`src/rtl/branch_resolve_unit_pkg.sv`:
```
// Shared rv32 definitions: branch opcodes, BHT reset encoding, PC step.
package rv32_pkg;

   typedef enum logic [2:0] {
      B_NONE = 3'd0,
      B_BEQ  = 3'd1,
      B_BNE  = 3'd2,
      B_BLT  = 3'd3,
      B_BGE  = 3'd4,
      B_BLTU = 3'd5,
      B_BGEU = 3'd6
   } b_t;

   // Weakly not-taken: the largest value whose MSB is still 0.
   function automatic int bht_init(input int ctr_w);
      return (1 << (ctr_w - 1)) - 1;
   endfunction

   localparam int BHT_INIT = bht_init(2);
   localparam int PC_STEP  = 4;

endpackage

```
`src/rtl/branch_resolve_unit_if.sv`:
```
// Handshake, operand, lookup and result bundle of the branch resolution stage.
interface branch_resolve_unit_if #(
   parameter int XLEN  = 32,
   parameter int CNT_W = 32
);
   logic             in_valid;
   logic             in_ready;
   logic [2:0]       branch_type;
   logic [XLEN-1:0]  rs1_data;
   logic [XLEN-1:0]  rs2_data;
   logic [XLEN-1:0]  pc;
   logic [XLEN-1:0]  imm;
   logic             pred_taken;
   logic             flush;
   logic [XLEN-1:0]  lookup_pc;
   logic             lookup_taken;
   logic             out_valid;
   logic             out_ready;
   logic             taken;
   logic [XLEN-1:0]  target;
   logic             mispredict;
   logic [XLEN-1:0]  redirect_pc;
   logic [CNT_W-1:0] mispredict_cnt;

   modport master (
      output in_valid, branch_type, rs1_data, rs2_data, pc, imm, pred_taken,
             flush, lookup_pc, out_ready,
      input  in_ready, lookup_taken, out_valid, taken, target, mispredict,
             redirect_pc, mispredict_cnt
   );

   modport slave (
      input  in_valid, branch_type, rs1_data, rs2_data, pc, imm, pred_taken,
             flush, lookup_pc, out_ready,
      output in_ready, lookup_taken, out_valid, taken, target, mispredict,
             redirect_pc, mispredict_cnt
   );
endinterface

```
`src/rtl/branch_resolve_unit_bht.sv`:
```
// Bimodal history table: saturating counters, one update port, one combinational read port.
module bht
   import rv32_pkg::*;
#(
   parameter int DEPTH = 16,
   parameter int CTR_W = 2,
   localparam int IDX_W = $clog2(DEPTH)
) (
   input  logic             clk,
   input  logic             rst,
   input  logic [IDX_W-1:0] wr_idx_i,
   input  logic             we_i,
   input  logic             taken_i,
   input  logic [IDX_W-1:0] rd_idx_i,
   output logic             rd_taken_o
);
   localparam logic [CTR_W-1:0] CTR_INIT = CTR_W'(bht_init(CTR_W));
   localparam logic [CTR_W-1:0] CTR_MAX  = {CTR_W{1'b1}};

   logic [CTR_W-1:0] ctr_q [DEPTH];

   always_ff @(posedge clk) begin
      if (rst) begin
         for (int i = 0; i < DEPTH; i++) ctr_q[i] <= CTR_INIT;
      end else if (we_i) begin
         if (taken_i) begin
            if (ctr_q[wr_idx_i] != CTR_MAX) ctr_q[wr_idx_i] <= ctr_q[wr_idx_i] + CTR_W'(1);
         end else begin
            if (ctr_q[wr_idx_i] != '0) ctr_q[wr_idx_i] <= ctr_q[wr_idx_i] - CTR_W'(1);
         end
      end
   end

   // No write bypass: fetch sees an update one cycle after it happens.
   assign rd_taken_o = ctr_q[rd_idx_i][CTR_W-1];
endmodule

```
`src/rtl/branch_resolve_unit.sv`:
```
// Branch resolution stage: compares operands, computes target/redirect, checks prediction, trains BHT.
module branch_resolve_unit
   import rv32_pkg::*;
#(
   parameter int XLEN      = 32,
   parameter int BHT_DEPTH = 16,
   parameter int CTR_W     = 2,
   parameter int CNT_W     = 32
) (
   input logic clk,
   input logic rst,
   branch_resolve_unit_if.slave bus
);
   localparam int IDX_W = $clog2(BHT_DEPTH);

   logic            accept, deliver, is_branch, taken_d, mispredict_d;
   logic            eq, lt_s, lt_u;
   logic [XLEN-1:0] target_d, redirect_d;

   logic             out_valid_q, taken_q, mispredict_q;
   logic [XLEN-1:0]  target_q, redirect_q;
   logic [CNT_W-1:0] cnt_q;
   logic             unused_lookup;

   assign eq   = bus.rs1_data == bus.rs2_data;
   assign lt_s = $signed(bus.rs1_data) < $signed(bus.rs2_data);
   assign lt_u = bus.rs1_data < bus.rs2_data;

   always_comb begin
      is_branch = 1'b1;
      taken_d   = 1'b0;
      case (b_t'(bus.branch_type))
         B_BEQ:   taken_d = eq;
         B_BNE:   taken_d = !eq;
         B_BLT:   taken_d = lt_s;
         B_BGE:   taken_d = !lt_s;
         B_BLTU:  taken_d = lt_u;
         B_BGEU:  taken_d = !lt_u;
         default: is_branch = 1'b0;
      endcase
   end

   assign mispredict_d = is_branch & (taken_d ^ bus.pred_taken);
   assign target_d     = bus.pc + bus.imm;
   assign redirect_d   = taken_d ? target_d : bus.pc + XLEN'(PC_STEP);

   assign bus.in_ready = !out_valid_q | bus.out_ready;
   assign accept       = bus.in_valid & bus.in_ready;
   // A flushed op still trains the BHT but never reaches the output register.
   assign deliver      = accept & !bus.flush;

   always_ff @(posedge clk) begin
      if (rst) begin
         out_valid_q  <= 1'b0;
         taken_q      <= 1'b0;
         mispredict_q <= 1'b0;
         target_q     <= '0;
         redirect_q   <= '0;
         cnt_q        <= '0;
      end else begin
         if (deliver) begin
            out_valid_q  <= 1'b1;
            taken_q      <= taken_d;
            mispredict_q <= mispredict_d;
            target_q     <= target_d;
            redirect_q   <= redirect_d;
         end else if (bus.flush || bus.out_ready) begin
            out_valid_q <= 1'b0;
         end
         if (out_valid_q && bus.out_ready && mispredict_q && !(&cnt_q))
            cnt_q <= cnt_q + CNT_W'(1);
      end
   end

   bht #(.DEPTH(BHT_DEPTH), .CTR_W(CTR_W)) u_bht (
      .clk        (clk),
      .rst        (rst),
      .wr_idx_i   (bus.pc[IDX_W+1:2]),
      .we_i       (accept & is_branch),
      .taken_i    (taken_d),
      .rd_idx_i   (bus.lookup_pc[IDX_W+1:2]),
      .rd_taken_o (bus.lookup_taken)
   );

   assign unused_lookup = ^bus.lookup_pc;

   assign bus.out_valid      = out_valid_q;
   assign bus.taken          = taken_q;
   assign bus.mispredict     = mispredict_q;
   assign bus.target         = target_q;
   assign bus.redirect_pc    = redirect_q;
   assign bus.mispredict_cnt = cnt_q;
endmodule

```
`src/flat_wrapper.sv`:
```
// flat-port wrapper written by rule: the top's interface ports become plain ports
module branch_resolve_unit_flat import rv32_pkg::*;
#(
   parameter int XLEN      = 32,
   parameter int BHT_DEPTH = 16,
   parameter int CTR_W     = 2,
   parameter int CNT_W     = 32
)
  (clk, rst, bus_in_valid, bus_branch_type, bus_rs1_data, bus_rs2_data, bus_pc, bus_imm, bus_pred_taken, bus_flush, bus_lookup_pc, bus_out_ready, bus_in_ready, bus_lookup_taken, bus_out_valid, bus_taken, bus_target, bus_mispredict, bus_redirect_pc, bus_mispredict_cnt);
  branch_resolve_unit_if #(.XLEN(XLEN), .CNT_W(CNT_W)) bus_i ();
  input logic clk;
  input logic rst;
  input wire logic [$bits(bus_i.in_valid)-1:0] bus_in_valid;
  input wire logic [$bits(bus_i.branch_type)-1:0] bus_branch_type;
  input wire logic [$bits(bus_i.rs1_data)-1:0] bus_rs1_data;
  input wire logic [$bits(bus_i.rs2_data)-1:0] bus_rs2_data;
  input wire logic [$bits(bus_i.pc)-1:0] bus_pc;
  input wire logic [$bits(bus_i.imm)-1:0] bus_imm;
  input wire logic [$bits(bus_i.pred_taken)-1:0] bus_pred_taken;
  input wire logic [$bits(bus_i.flush)-1:0] bus_flush;
  input wire logic [$bits(bus_i.lookup_pc)-1:0] bus_lookup_pc;
  input wire logic [$bits(bus_i.out_ready)-1:0] bus_out_ready;
  output wire logic [$bits(bus_i.in_ready)-1:0] bus_in_ready;
  output wire logic [$bits(bus_i.lookup_taken)-1:0] bus_lookup_taken;
  output wire logic [$bits(bus_i.out_valid)-1:0] bus_out_valid;
  output wire logic [$bits(bus_i.taken)-1:0] bus_taken;
  output wire logic [$bits(bus_i.target)-1:0] bus_target;
  output wire logic [$bits(bus_i.mispredict)-1:0] bus_mispredict;
  output wire logic [$bits(bus_i.redirect_pc)-1:0] bus_redirect_pc;
  output wire logic [$bits(bus_i.mispredict_cnt)-1:0] bus_mispredict_cnt;
  assign bus_i.in_valid = bus_in_valid;
  assign bus_i.branch_type = bus_branch_type;
  assign bus_i.rs1_data = bus_rs1_data;
  assign bus_i.rs2_data = bus_rs2_data;
  assign bus_i.pc = bus_pc;
  assign bus_i.imm = bus_imm;
  assign bus_i.pred_taken = bus_pred_taken;
  assign bus_i.flush = bus_flush;
  assign bus_i.lookup_pc = bus_lookup_pc;
  assign bus_i.out_ready = bus_out_ready;
  assign bus_in_ready = bus_i.in_ready;
  assign bus_lookup_taken = bus_i.lookup_taken;
  assign bus_out_valid = bus_i.out_valid;
  assign bus_taken = bus_i.taken;
  assign bus_target = bus_i.target;
  assign bus_mispredict = bus_i.mispredict;
  assign bus_redirect_pc = bus_i.redirect_pc;
  assign bus_mispredict_cnt = bus_i.mispredict_cnt;
  branch_resolve_unit #(.XLEN(XLEN), .BHT_DEPTH(BHT_DEPTH), .CTR_W(CTR_W), .CNT_W(CNT_W)) u_core (.clk(clk), .rst(rst), .bus(bus_i));
endmodule
```
`config.mk`:
```
export PLATFORM = sky130hd
export DESIGN_NAME = branch_resolve_unit_flat
export DESIGN_NICKNAME = d
export VERILOG_FILES = /design/src/rtl/branch_resolve_unit_pkg.sv /design/src/rtl/branch_resolve_unit_if.sv /design/src/rtl/branch_resolve_unit_bht.sv /design/src/rtl/branch_resolve_unit.sv /design/src/flat_wrapper.sv
export SDC_FILE = /design/constraint.sdc
export NUM_CORES = 1
export LEC_CHECK = 0
export BUFFER_PORTS_ARGS = -buffer_cell sky130_fd_sc_hd__buf_2
export CAP_MARGIN = 25
export CORE_MARGIN = 5
export CORE_UTILIZATION = 57
export DETAILED_ROUTE_END_ITERATION = 10
export PLACE_DENSITY = 0.91
export RECOVER_POWER = 50
export SYNTH_ARGS = -nofsm -noshare
export SYNTH_HDL_FRONTEND = slang
export SYNTH_SLANG_ARGS = --single-unit
```
`constraint.sdc`:
```
create_clock -name clk -period 8.3 [get_ports clk]
set_clock_uncertainty 0.2 [all_clocks]
set_input_delay 1.66 -clock clk [delete_from_list [all_inputs] [get_ports clk]]
set_output_delay 1.66 -clock clk [all_outputs]
set_load 0.01 [all_outputs]
```
Word-level counts from Yosys, hierarchy flattened
Memory sizes are Yosys's and may differ from the RTL's.
Index checks and enable logic that the tools add are counted.
{ "word_totals": {"memories": 1, "ram_bits": 32, "mem_bits_ro": 0, "latch_bits": 0, "register_bits": 99} }
{ "memory_table": {"columns": ["memory", "words", "word_bits", "read_ports", "rd_clocked_by_memory_dff", "write_ports", "line", "source"], "rows": [
  ["u_core.u_bht.ctr_q", 16, 2, 2, 0, 16, "branch_resolve_unit_bht.sv:20", "logic [CTR_W-1:0] ctr_q [DEPTH];"]
]} }
{ "op_classes": {"eq_ne": 8, "n_reduce_logical": 15, "multipliers": 0, "shift": 0, "muxes": 21, "n_div": 0, "add_sub_neg": 5, "magnitude_cmp": 2, "bitwise": 7} }
{ "ops": {"columns": ["cell", "n"], "rows": [
  ["< comparator 32 bit", 2],
  ["adder 32 x 1 -> 32 bit (second input constant)", 1],
  ["adder 32 x 3 -> 32 bit (second input constant)", 1],
  ["adder 32 bit", 1],
  ["equality test 32 bit", 1],
  ["two-way mux 32 bit", 1],
  ["AND reduction 32 bit", 1],
  ["two-way mux 1 bit", 16],
  ["equality test 3 bit (second input constant)", 3],
  ["equality test 3 x 2 -> 1 bit (second input constant)", 2],
  ["zero test 1 bit", 6],
  ["case mux 1 bit (6 select lines)", 1],
  ["OR reduction 6 bit", 1],
  ["bitwise AND 1 bit", 4],
  ["two-way mux 2 bit", 2],
  ["two-way mux 4 bit", 1],
  ["nonzero test 2 bit", 2],
  ["equality test 3 x 1 -> 1 bit (second input constant)", 1],
  ["logical AND 1 bit", 3],
  ["adder 2 x 1 -> 2 bit (second input constant)", 1],
  ["!= test 2 bit (second input constant)", 1],
  ["bitwise OR 1 bit", 2],
  ["OR reduction 2 bit", 1],
  ["subtractor 2 x 1 -> 2 bit (second input constant)", 1],
  ["other kinds (2)", 2]
]} }

Depth between registers and ports, before layout
Gate-level depths: netlist (run 1).
{ "logic_depth": {"word_depth": 10, "depth_mapped": 13} }

Modules after synthesis
A second synthesis (run 1) with hierarchy kept.
{ "unflattened": {"cells_unflattened": 1047, "area_unflattened_um2": 8928.6} }
{ "by_module_without_submodules": {"columns": ["module", "seq_area_each_um2", "area_each_um2", "cells_per_inst", "n_inst"], "rows": [
  ["branch_resolve_unit", 1981.9, 6949.2, 894, 1],
  ["bht", 960.9, 1979.4, 153, 1]
]} }

Least setup slack after synthesis (run 1)
No wires, ideal clock.
{ "synth_path": {"path_type": "input port to flip-flop", "startpoint": "input bus_rs2_data[25]", "endpoint": "memory u_core.u_bht.ctr_q[10][0] (enable)", "required_ps": 7762, "arrival_ps": 4469, "setup_ps": 338, "setup_slack_ps": 3294, "stages": 13, "path_cell_list": "inv_1 > ha_1 > a21o_1 > a221o_1 > a211oi_1 > o21ai_1 > or3b_1 > o21ai_2 > mux2_2 > and4_1 > clkbuf_1 > buf_2 > o31ai_1"} }
{ "synth_lines": {"columns": ["item", "line", "source"], "rows": [
  ["start, declared", "flat_wrapper.sv:16", "input wire logic [$bits(bus_i.rs2_data)-1:0] bus_rs2_data;"],
  ["end, declared", "branch_resolve_unit_bht.sv:20", null]
]} }

==> results of run 1 <==
-- path summary, 6_finish.rpt --
check / startpoint / cells past startpoint / end
setup / recovery: rst / 7 / u_core.bus.redirect_pc[20]$_SDFFE_PP0P_
hold / removal: u_core.bus.target[19]$_SDFFE_PP0P_ / 2 / u_core.bus.target[19]$_SDFFE_PP0P_
setup reg to reg: u_core.u_bht.ctr_q[11][0]$_SDFFCE_PN1P_ / 5 / u_core.u_bht.ctr_q[0][0]$_SDFFCE_PN1P_
hold reg to reg: u_core.bus.target[19]$_SDFFE_PP0P_ / 2 / u_core.bus.target[19]$_SDFFE_PP0P_
-- power breakdown --
part           internal (mW)  switching (mW)
clock                  0.465           0.296
sequential             0.682          0.0161
combinational          0.156           0.264
-- layout make-up --
type	instances	area [um2]
tap	216	270.3
inverter	62	232.7
timing repair buffer	252	1161
sequential	131	2943
clock buffer	20	466.7
antenna	1	2.502
clock inverter	12	128.9
fill	1327	4886
multi-input combinational	892	5909
-- cells in the mapped netlist (all sizes together), types with 3 or more instances --
cell    count
o21bai      3
o21ai      43
a211o       3
o31ai      27
nor2b       5
or3        13
nand2     150
and4       13
ha         68
o21a        3
a31oi      10
dfxtp      99
edfxtp     32
nor3b       4
mux2i       6
and2        9
nor4        6
nand3      58
nand4      63
inv        62
a211oi      7
a21o       16
buf        13
a311o       3
xor2       41
nand2b      6
clkbuf     58
xnor2      31
and3       20
mux4       15
o311ai      7
o211ai     26
a21boi      3
nor3       12
a21oi      95
nand4b      3
nor2       92
-- worst max-delay path, delay by kind of cell --
family | cells | cell delay [ns]
AO/OA/AOI/OAI | 2 | 0.30
buffers and inverters | 3 | 2.56
AND/OR/NAND/NOR | 2 | 1.12
-- cell usage in the layout, fill, tap and decap left out, types with 7 or more instances in the layout --
master     Yosys  routed
a21o_1        16      16
a21oi_1       95      95
a31oi_1       10      10
and2_1         9       9
and3_1        20      20
and4_1        13      13
buf_2          8     142
buf_4          0       9
clkbuf_1      58     100
clkbuf_16      0      17
dfxtp_1       99      99
edfxtp_1      32      32
ha_1          68      68
inv_1         62      62
mux4_2        15      15
nand2_1      150     150
nand3_1       58      58
nand4_1       63      63
nor2_1        92      91
nor3_1        12      11
o211ai_1      26      26
o21ai_0       40      40
o311ai_0       7       7
o31ai_1       26      25
or3_1         13      13
xnor2_1       31      31
xor2_1        41      41
-- cells by family (layout without fill, tap and decap cells) --
group / count (synthesis) / in the layout / share of synthesized area [%]
xor+xnor: 72 / 72 / 6.753
buf+inv: 133 / 346 / 5.454
flops: 131 / 131 / 31.52
mux: 22 / 22 / 4.382
fa+ha+maj: 69 / 69 / 9.326
simple gates: 459 / 459 / 23.86
other cells: 0 / 1 / 0
compound gates: 270 / 270 / 18.71
-- metrics by stage --
| step | util, % | cell area (um2) | worst slack (ns) | hold WS [ns] |
|---|---|---|---|---|
| after floorplan | - | 9338 | 3.294 | 0.2805 |
| after global placement | 66.43 | 10630 | 2.692 | 0.2410 |
| after detailed placement | 66.48 | 10640 | 2.549 | 0.2439 |
| after CTS | 70.20 | 11230 | 2.975 | 0.2519 |
| after global routing | 69.46 | 11110 | 2.280 | 0.2753 |
| final | 69.46 | 11110 | 2.703 | 0.2512 |
-- flip-flops by register name (all words and copies together), names as in the netlist --
| register | count |
|---|---|
| u_core.bus.target | 32 |
| u_core.bus.redirect_pc | 32 |
| u_core.u_bht.ctr_q | 32 |
| u_core.bus.taken | 1 |
| u_core.bus.mispredict | 1 |
| u_core.bus.out_valid | 1 |
| u_core.bus.mispredict_cnt | 32 |
-- metal layers --
metal	vias to the layer above	wire [um]	track usage, %
li1	4641	-	-
met1	4566	11670	36.97
met2	569	14270	52.11
met3	107	2793	4.681
met4	0	1297	16.25
met5	-	0	0
==> results.cfg, run 1 <==
[run_status]
status = finished, violations left
violations = capacitance limit, slew limit

[synthesis]
netlist_area_mm2 = 0.009338
synthesis.nets = 1394
synth_cell_types = 67
post-synth-top-area-fraction_pct = 21.22
synthArstFlopShare_pct = 0
ys_ff_latch = 131
ys_seq_area_share_pct = 31.52
synth_cells = 1156
synth-edff-count = 32
ys_top_cells_by_area = dfxtp_1, edfxtp_1, ha_1
avgSynthCellArea_um2 = 8.078
synth_flop_cell = dfxtp_1
yosysWarnings = 0
yosys.area.top_type = dfxtp_1

[layout]
drive_gt1_share_pct = 15.27
final_nets = 1594
instances_no_fill = 1586
areaGrowthSynthToFinish_pct = 19.03

[placed_design]
dp_cells = 1552
dp.final_hpwl_um = 21940
port_buffers = 241
globalplace.congestion = 0.9651

[critical_path]
startpoint_type = input port
rrSetupSlack_ns = 5.03
worst-setup-path-type = input port to register
crit_fanout = 70
endpoint_kind = register
crit_path_cell_trace = buf_2 -> clkbuf_1 -> inv_1 -> nand2_1 -> nor3_1 -> o311ai_0 -> o211ai_1
slowest_delay_ns = 2.26
critPathRequiredTime_ns = 8.39
worst_path_max_delay_cell = clkbuf_1
cp.arrival_ns = 5.69

[cts]
cts_max_level = 4
post-cts-setup-buffers = 0
cts_buffers = 17
hold_buffers = 0
path_clk_slew_ns = 0.06
cts_buffer_depth = 2
clock_sinks = 131
cts_tree = yes
cts.repair.resized = 0
root_buffer = clkbuf_16
clock_latency_ns = 0.42

[detailed_routing]
drtIter0Drc = 1065
vias_per_cell = 6.231
wl_per_cell_um = 18.94
num_vias = 9883
wl_um = 30040
drt-pass1-iter-count = 6
drc = 0
ant_nets = 0

[sta]
fin_crit_sh_pct = 67.43
max_freq_mhz = 178.7
timing.slew.headroom_pct = -116.1
setup_tns_ns = 0
setup_viol = 0
tightestPinTransition_ns = 3.241
hold_viol_final = 0
rsz0062_at_grt = no
layout_min_cycle_time_ns = 5.597
maxSlewViolCount = 71

[global_routing]
grt_pass1_vias = 9547
grt_pass1_wl_um = 45980
grt-ovfl-total = 0
grtUsageTotal_pct = 30.49
grt_antenna_before_repair = 1
grt_max_degree = 71

[power_and_ir_drop]
total_power_mw = 1.880
power_leakage_nw = 4.404
vdd_drop_max_v = 0.0001470
power_density_mw_per_mm2 = 169.1

[floorplanning]
dieArea_mm2 = 0.01904
dieHeight_um = 138.0
start_util_pct = 58.36
pin_count = 270
coreArea_mm2 = 0.01600
row_count = 46
die_x_um = 138.0

[flow_run]
maxCapViolCount = 1

[worst_hold_path]
holdCritPathClass = register to register
Note: power is estimated with default switching activity, not from simulation.
==> run 2: changes to the inputs <==
--- a/config.mk
+++ b/config.mk
@@ -8,9 +8,9 @@
 export BUFFER_PORTS_ARGS = -buffer_cell sky130_fd_sc_hd__buf_2
 export CAP_MARGIN = 25
 export CORE_MARGIN = 5
-export CORE_UTILIZATION = 57
+export CORE_UTILIZATION = 53
 export DETAILED_ROUTE_END_ITERATION = 10
-export PLACE_DENSITY = 0.91
+export PLACE_DENSITY = 0.85
 export RECOVER_POWER = 50
 export SYNTH_ARGS = -nofsm -noshare
 export SYNTH_HDL_FRONTEND = slang
==> constraint.sdc (replaced) <==
create_clock -name clk -period 5.2 [get_ports clk]
set_clock_uncertainty 0.2 [all_clocks]
set_input_delay 1.04 -clock clk [delete_from_list [all_inputs] [get_ports clk]]
set_output_delay 1.04 -clock clk [all_outputs]
set_load 0.01 [all_outputs]
==> run 2 against run 1 <==
The flow now finishes without violations. Worst hold slack gained 0.0036 ns. Clock power grew 52%. Wire length grew 0.73%. Critical endpoint is now u_core.u_bht.ctr_q[8][0]$_SDFFCE_PN1P_. Largest cell class unchanged. Critical path type unchanged. Combinational power grew 60%. Cell area is essentially flat. Final cell count grew 0.88%.
==> results.cfg, run 2 (same netlist as run 1, synthesis figures left out) <==
[detailed_routing]
ant_nets = 0
num_vias = 9775
wl_per_cell_um = 18.91
drt-pass1-iter-count = 5
drc = 0
drtIter0Drc = 972
vias_per_cell = 6.109
wl_um = 30260

[layout]
areaGrowthSynthToFinish_pct = 19.11
final_common_cell = nand2_1
final_nets = 1600
drive_gt1_share_pct = 15.21
layout_common_cells = nand2_1, buf_2, clkbuf_1
final_util_pct = 64.30

[sta]
rsz0062_at_grt = no
setup_viol = 0
hold_viol_final = 0
layout_min_cycle_time_ns = 4.534
fin_crit_sh_pct = 87.19
maxSlewViolCount = 0
timing.final.ws_setup_ns = 0.6659
setup_tns_ns = 0
max_freq_mhz = 220.6
tightestPinTransition_ns = 1.376
hold_slack_ns = 0.2548
timing.slew.headroom_pct = 8.267

[critical_path]
slowest_delay_ns = 0.52
startpoint_type = input port
crit_path_cell_trace = buf_2 -> inv_1 -> ha_1 -> a21o_1 -> a221o_1 -> a211oi_1 -> o21ai_1 -> or3b_1 -> o21ai_2 -> mux2i_1 -> buf_4 -> o31a_1 -> o31ai_1
critPathRequiredTime_ns = 5.07
worst_path_max_delay_cell = o31a_1
crit_fanout = 16
cp.arrival_ns = 4.41
reg2reg_depth = 8
path_depth = 13
worst-setup-path-type = input port to register
critPathBufInv = 3
endpoint_kind = register
cp_top_family = compound AO/OA/AOI/OAI gates

[power_and_ir_drop]
vdd_drop_max_v = 0.0002300
power_density_mw_per_mm2 = 264.7
total_power_mw = 2.944
power_leakage_nw = 4.421

[cts]
cts.repair.resized = 0
hold_buffers = 0
path_clk_slew_ns = 0.05
clock_latency_ns = 0.42
cts_buffer_depth = 2
cts_max_level = 4
cts_buffers = 17
root_buffer = clkbuf_16
clock_sinks = 131
cts_tree = yes
post-cts-setup-buffers = 0

[run_status]
status = completed

[global_routing]
grt_max_degree = 70
grt_pass1_wl_um = 46820
grt_pass1_vias = 9357
grt-ovfl-total = 0
grt_antenna_before_repair = 1
grtUsageTotal_pct = 28.61

[floorplanning]
row_count = 48
pin_count = 270
dieArea_mm2 = 0.02037
dieHeight_um = 142.7
die_x_um = 142.7
coreArea_mm2 = 0.01730
start_util_pct = 53.99

[placed_design]
dp.final_hpwl_um = 22650
port_buffers = 241
globalplace.congestion = 0.9629
place_ws_ns = 0.3077

[worst_hold_path]
hold_depth = 2
holdCritPathClass = register to register

[flow_run]
maxCapViolCount = 0
## run 2: cell types whose count changed in the layout (fill, tap and decap cells not counted), sizes merged
| cell | delta |
|---|---|
| buf | +5 |
| clkinv | +2 |
| bufinv | -1 |
| inv | -2 |
| clkbuf | +3 |
| clkinvlp | -2 |
## run 2: worst reg2reg max path: stages (launching register included)
cell and delay (ns):
dfxtp_1 0.32, nand2b_1 0.17, nand2_1 0.15, nor2_1 0.97, clkbuf_1 1.08, nand3_1 0.23
nor3_1 0.17, o311ai_0 0.15, o311ai_0 0.13
## run 2: where the power goes
| group | leakage, nW | internal [mW] | switching, mW | total [mW] |
|---|---|---|---|---|
| clock | 0.280 | 0.709 | 0.446 | 1.16 |
| combinational | 3.06 | 0.252 | 0.421 | 0.673 |
| sequential | 1.08 | 1.09 | 0.0264 | 1.12 |
| total | 4.42 | 2.05 | 0.893 | 2.94 |
## run 2: final timing paths
path	start	to	slack [ns]
max	bus_rs2_data[25]	u_core.u_bht.ctr_q[8][0]$_SDFFCE_PN1P_	0.67
min	u_core.bus.target[7]$_SDFFE_PP0P_	u_core.bus.target[7]$_SDFFE_PP0P_	0.25
max reg2reg	u_core.bus.out_valid$_SDFFE_PP0P_	u_core.bus.mispredict$_SDFFE_PP0P_	1.52
min reg2reg	u_core.bus.target[7]$_SDFFE_PP0P_	u_core.bus.target[7]$_SDFFE_PP0P_	0.25
## run 2: metrics by stage
step | area [um2] | std cells
after CTS | 11260 | 1599
final | 11120 | 1600
after global routing | 11120 | 1600
after detailed placement | 10690 | 1568
after floorplan | 9338 | 1156
after global placement | 10690 | 1568
## run 2: cell type report
type	count	area (um2)
repair buffers	258	1204
fillers	1546	6175
flip-flops and latches	131	2943
diodes	1	2.502
clock inverters	9	78.83
inverters	62	232.7
well taps	225	281.5
multi-input cells	892	5891
clock buffers	22	489.2
## run 2: metal layers
layer / vias to the layer above / GRT usage [%] / wire length (um)
met5: - / 0 / 0
met3: 104 / 6.062 / 2997
met2: 543 / 47.82 / 14080
met4: 0 / 14.76 / 1551
li1: 4638 / - / -
met1: 4490 / 34.75 / 11630
==> run 3: changes to the inputs <==
==> constraint.sdc (replaced) <==
create_clock -name clk -period 4.7 [get_ports clk]
set_clock_uncertainty 0.2 [all_clocks]
set_input_delay 0.94 -clock clk [delete_from_list [all_inputs] [get_ports clk]]
set_output_delay 0.94 -clock clk [all_outputs]
set_load 0.01 [all_outputs]
==> run 3 against run 2 <==
The run now ends with capacitance limit, slew limit left. Register-to-register slack got worse by 0.10 ns. Cell area increased by 0.46%. Via count increased by 0.65%. Clock power increased by 17%. Combinational power increased by 11%. Critical endpoint is now u_core.u_bht.ctr_q[12][0]$_SDFFCE_PN1P_. First-iteration DRC count decreased by 4.8%.
==> results.cfg, run 3 (same netlist as run 1, synthesis figures left out) <==
[detailed_routing]
num_vias = 9839
drc = 0
drtIter0Drc = 925
ant_nets = 0
wl_um = 30010
wl_per_cell_um = 18.72
drt-pass1-iter-count = 6
vias_per_cell = 6.138

[layout]
antenna_cells = 0
areaGrowthSynthToFinish_pct = 19.66
fill_cells = 1498
layout_common_cells = nand2_1, buf_2, clkbuf_1
drive_gt1_share_pct = 15.38
final_nets = 1603
final_common_cell = nand2_1

[critical_path]
endpoint_kind = register
crit_path_cell_trace = buf_2 -> inv_1 -> ha_1 -> a21o_1 -> a221o_1 -> a211oi_1 -> o21ai_1 -> or3b_1 -> o21ai_2 -> mux2i_1 -> o31a_1 -> o31ai_1
slowest_delay_ns = 0.67
crit_fanout = 16
reg2reg_depth = 8
cp.arrival_ns = 4.22
critPathRequiredTime_ns = 4.65
startpoint_type = input port
worst_path_max_delay_cell = o31a_1
worst-setup-path-type = input port to register

[sta]
max_freq_mhz = 234.3
setup_tns_ns = 0
fin_crit_sh_pct = 90.80
rsz0062_at_grt = no
tightestPinTransition_ns = 1.627
hold_slack_ns = 0.2524
timing.final.ws_setup_ns = 0.4325
hold_viol_final = 0
setup_viol = 0
layout_min_cycle_time_ns = 4.267
timing.slew.headroom_pct = -8.837
maxSlewViolCount = 24

[global_routing]
grtUsageTotal_pct = 28.41
grt_max_degree = 70
grt_antenna_before_repair = 0
grt_pass1_wl_um = 46380
grt_pass1_vias = 9328
grt-ovfl-total = 0

[flow_run]
maxCapViolCount = 1

[floorplanning]
pin_count = 270
start_util_pct = 53.99
dieArea_mm2 = 0.02037
dieHeight_um = 142.7
coreArea_mm2 = 0.01730
die_x_um = 142.7
row_count = 48

[cts]
cts_tree = yes
clock_sinks = 131
cts.repair.resized = 0
cts_max_level = 4
cts_buffers = 17
cts_buffer_depth = 2
clock_latency_ns = 0.43
hold_buffers = 0
root_buffer = clkbuf_16
path_clk_slew_ns = 0.06
post-cts-setup-buffers = 0

[run_status]
violations = capacitance limit, slew limit
status = finished, violations left

[placed_design]
place_ws_ns = 0.06048
port_buffers = 241
globalplace.congestion = 0.9285
dp.final_hpwl_um = 22400

[power_and_ir_drop]
power_leakage_nw = 4.450
vdd_drop_max_v = 0.0002570
power_density_mw_per_mm2 = 298.9

[worst_hold_path]
holdCritPathClass = register to register
hold_depth = 2
run 3: cell types whose count changed in the layout (fill, tap and decap cells not counted), sizes merged:
cell	delta
buf	+4
bufinv	+2
clkbuf	-1
clkinv	-2
diode	-1
inv	+1
run 3: cell type report:
type	instances	area, um2	share of cell area [%]
multi-input combinational	892	5891	52.72
clock inverter	10	131.4	1.176
clock buffer	22	464.2	4.155
inverter	62	232.7	2.083
sequential	131	2943	26.34
tap	225	281.5	2.520
timing repair buffer	261	1230	11.01
run 3: stage by stage:
stage | instance area, um2 | power [mW] | instances | utilization, %
floorplan | 9338 | 1.724 | 1156 | -
global placement | 10710 | 1.980 | 1571 | 61.93
detailed placement | 10710 | 1.999 | 1571 | 61.93
CTS | 11310 | 3.347 | 1603 | 65.37
global route | 11170 | 3.474 | 1603 | 64.60
finish | 11170 | 3.340 | 1603 | 64.60
run 3: final timing paths:
check / startpoint / slack, ns / endpoint
setup / recovery: bus_rs2_data[25] / 0.43 / u_core.u_bht.ctr_q[12][0]$_SDFFCE_PN1P_
hold / removal: u_core.bus.target[12]$_SDFFE_PP0P_ / 0.25 / u_core.bus.target[12]$_SDFFE_PP0P_
setup reg to reg: u_core.bus.out_valid$_SDFFE_PP0P_ / 1.42 / u_core.bus.redirect_pc[20]$_SDFFE_PP0P_
hold reg to reg: u_core.bus.target[12]$_SDFFE_PP0P_ / 0.25 / u_core.bus.target[12]$_SDFFE_PP0P_
run 3: power by group:
part | internal (mW) | switching (mW) | leakage [nW]
combinational | 0.282 | 0.464 | 3.08
sequential | 1.20 | 0.0291 | 1.08
clock | 0.858 | 0.502 | 0.290
total | 2.34 | 0.995 | 4.45
run 3: worst max-delay path, delay by kind of cell:
| family | cells | cell delay, ns |
|---|---|---|
| fa+ha+maj | 1 | 0.31 |
| buf+inv | 2 | 0.10 |
| simple gates | 1 | 0.41 |
| compound gates | 7 | 2.00 |
| mux | 1 | 0.44 |
run 3: per-layer routing:
metal	track usage [%]	share of wire (%)	up-vias	routed length, um
li1	-	-	4643	-
met1	35.31	39	4509	11680
met3	6.229	10	113	3008
met4	12.51	4.4	0	1318
met5	0	0	-	0
met2	47.45	47	574	14000
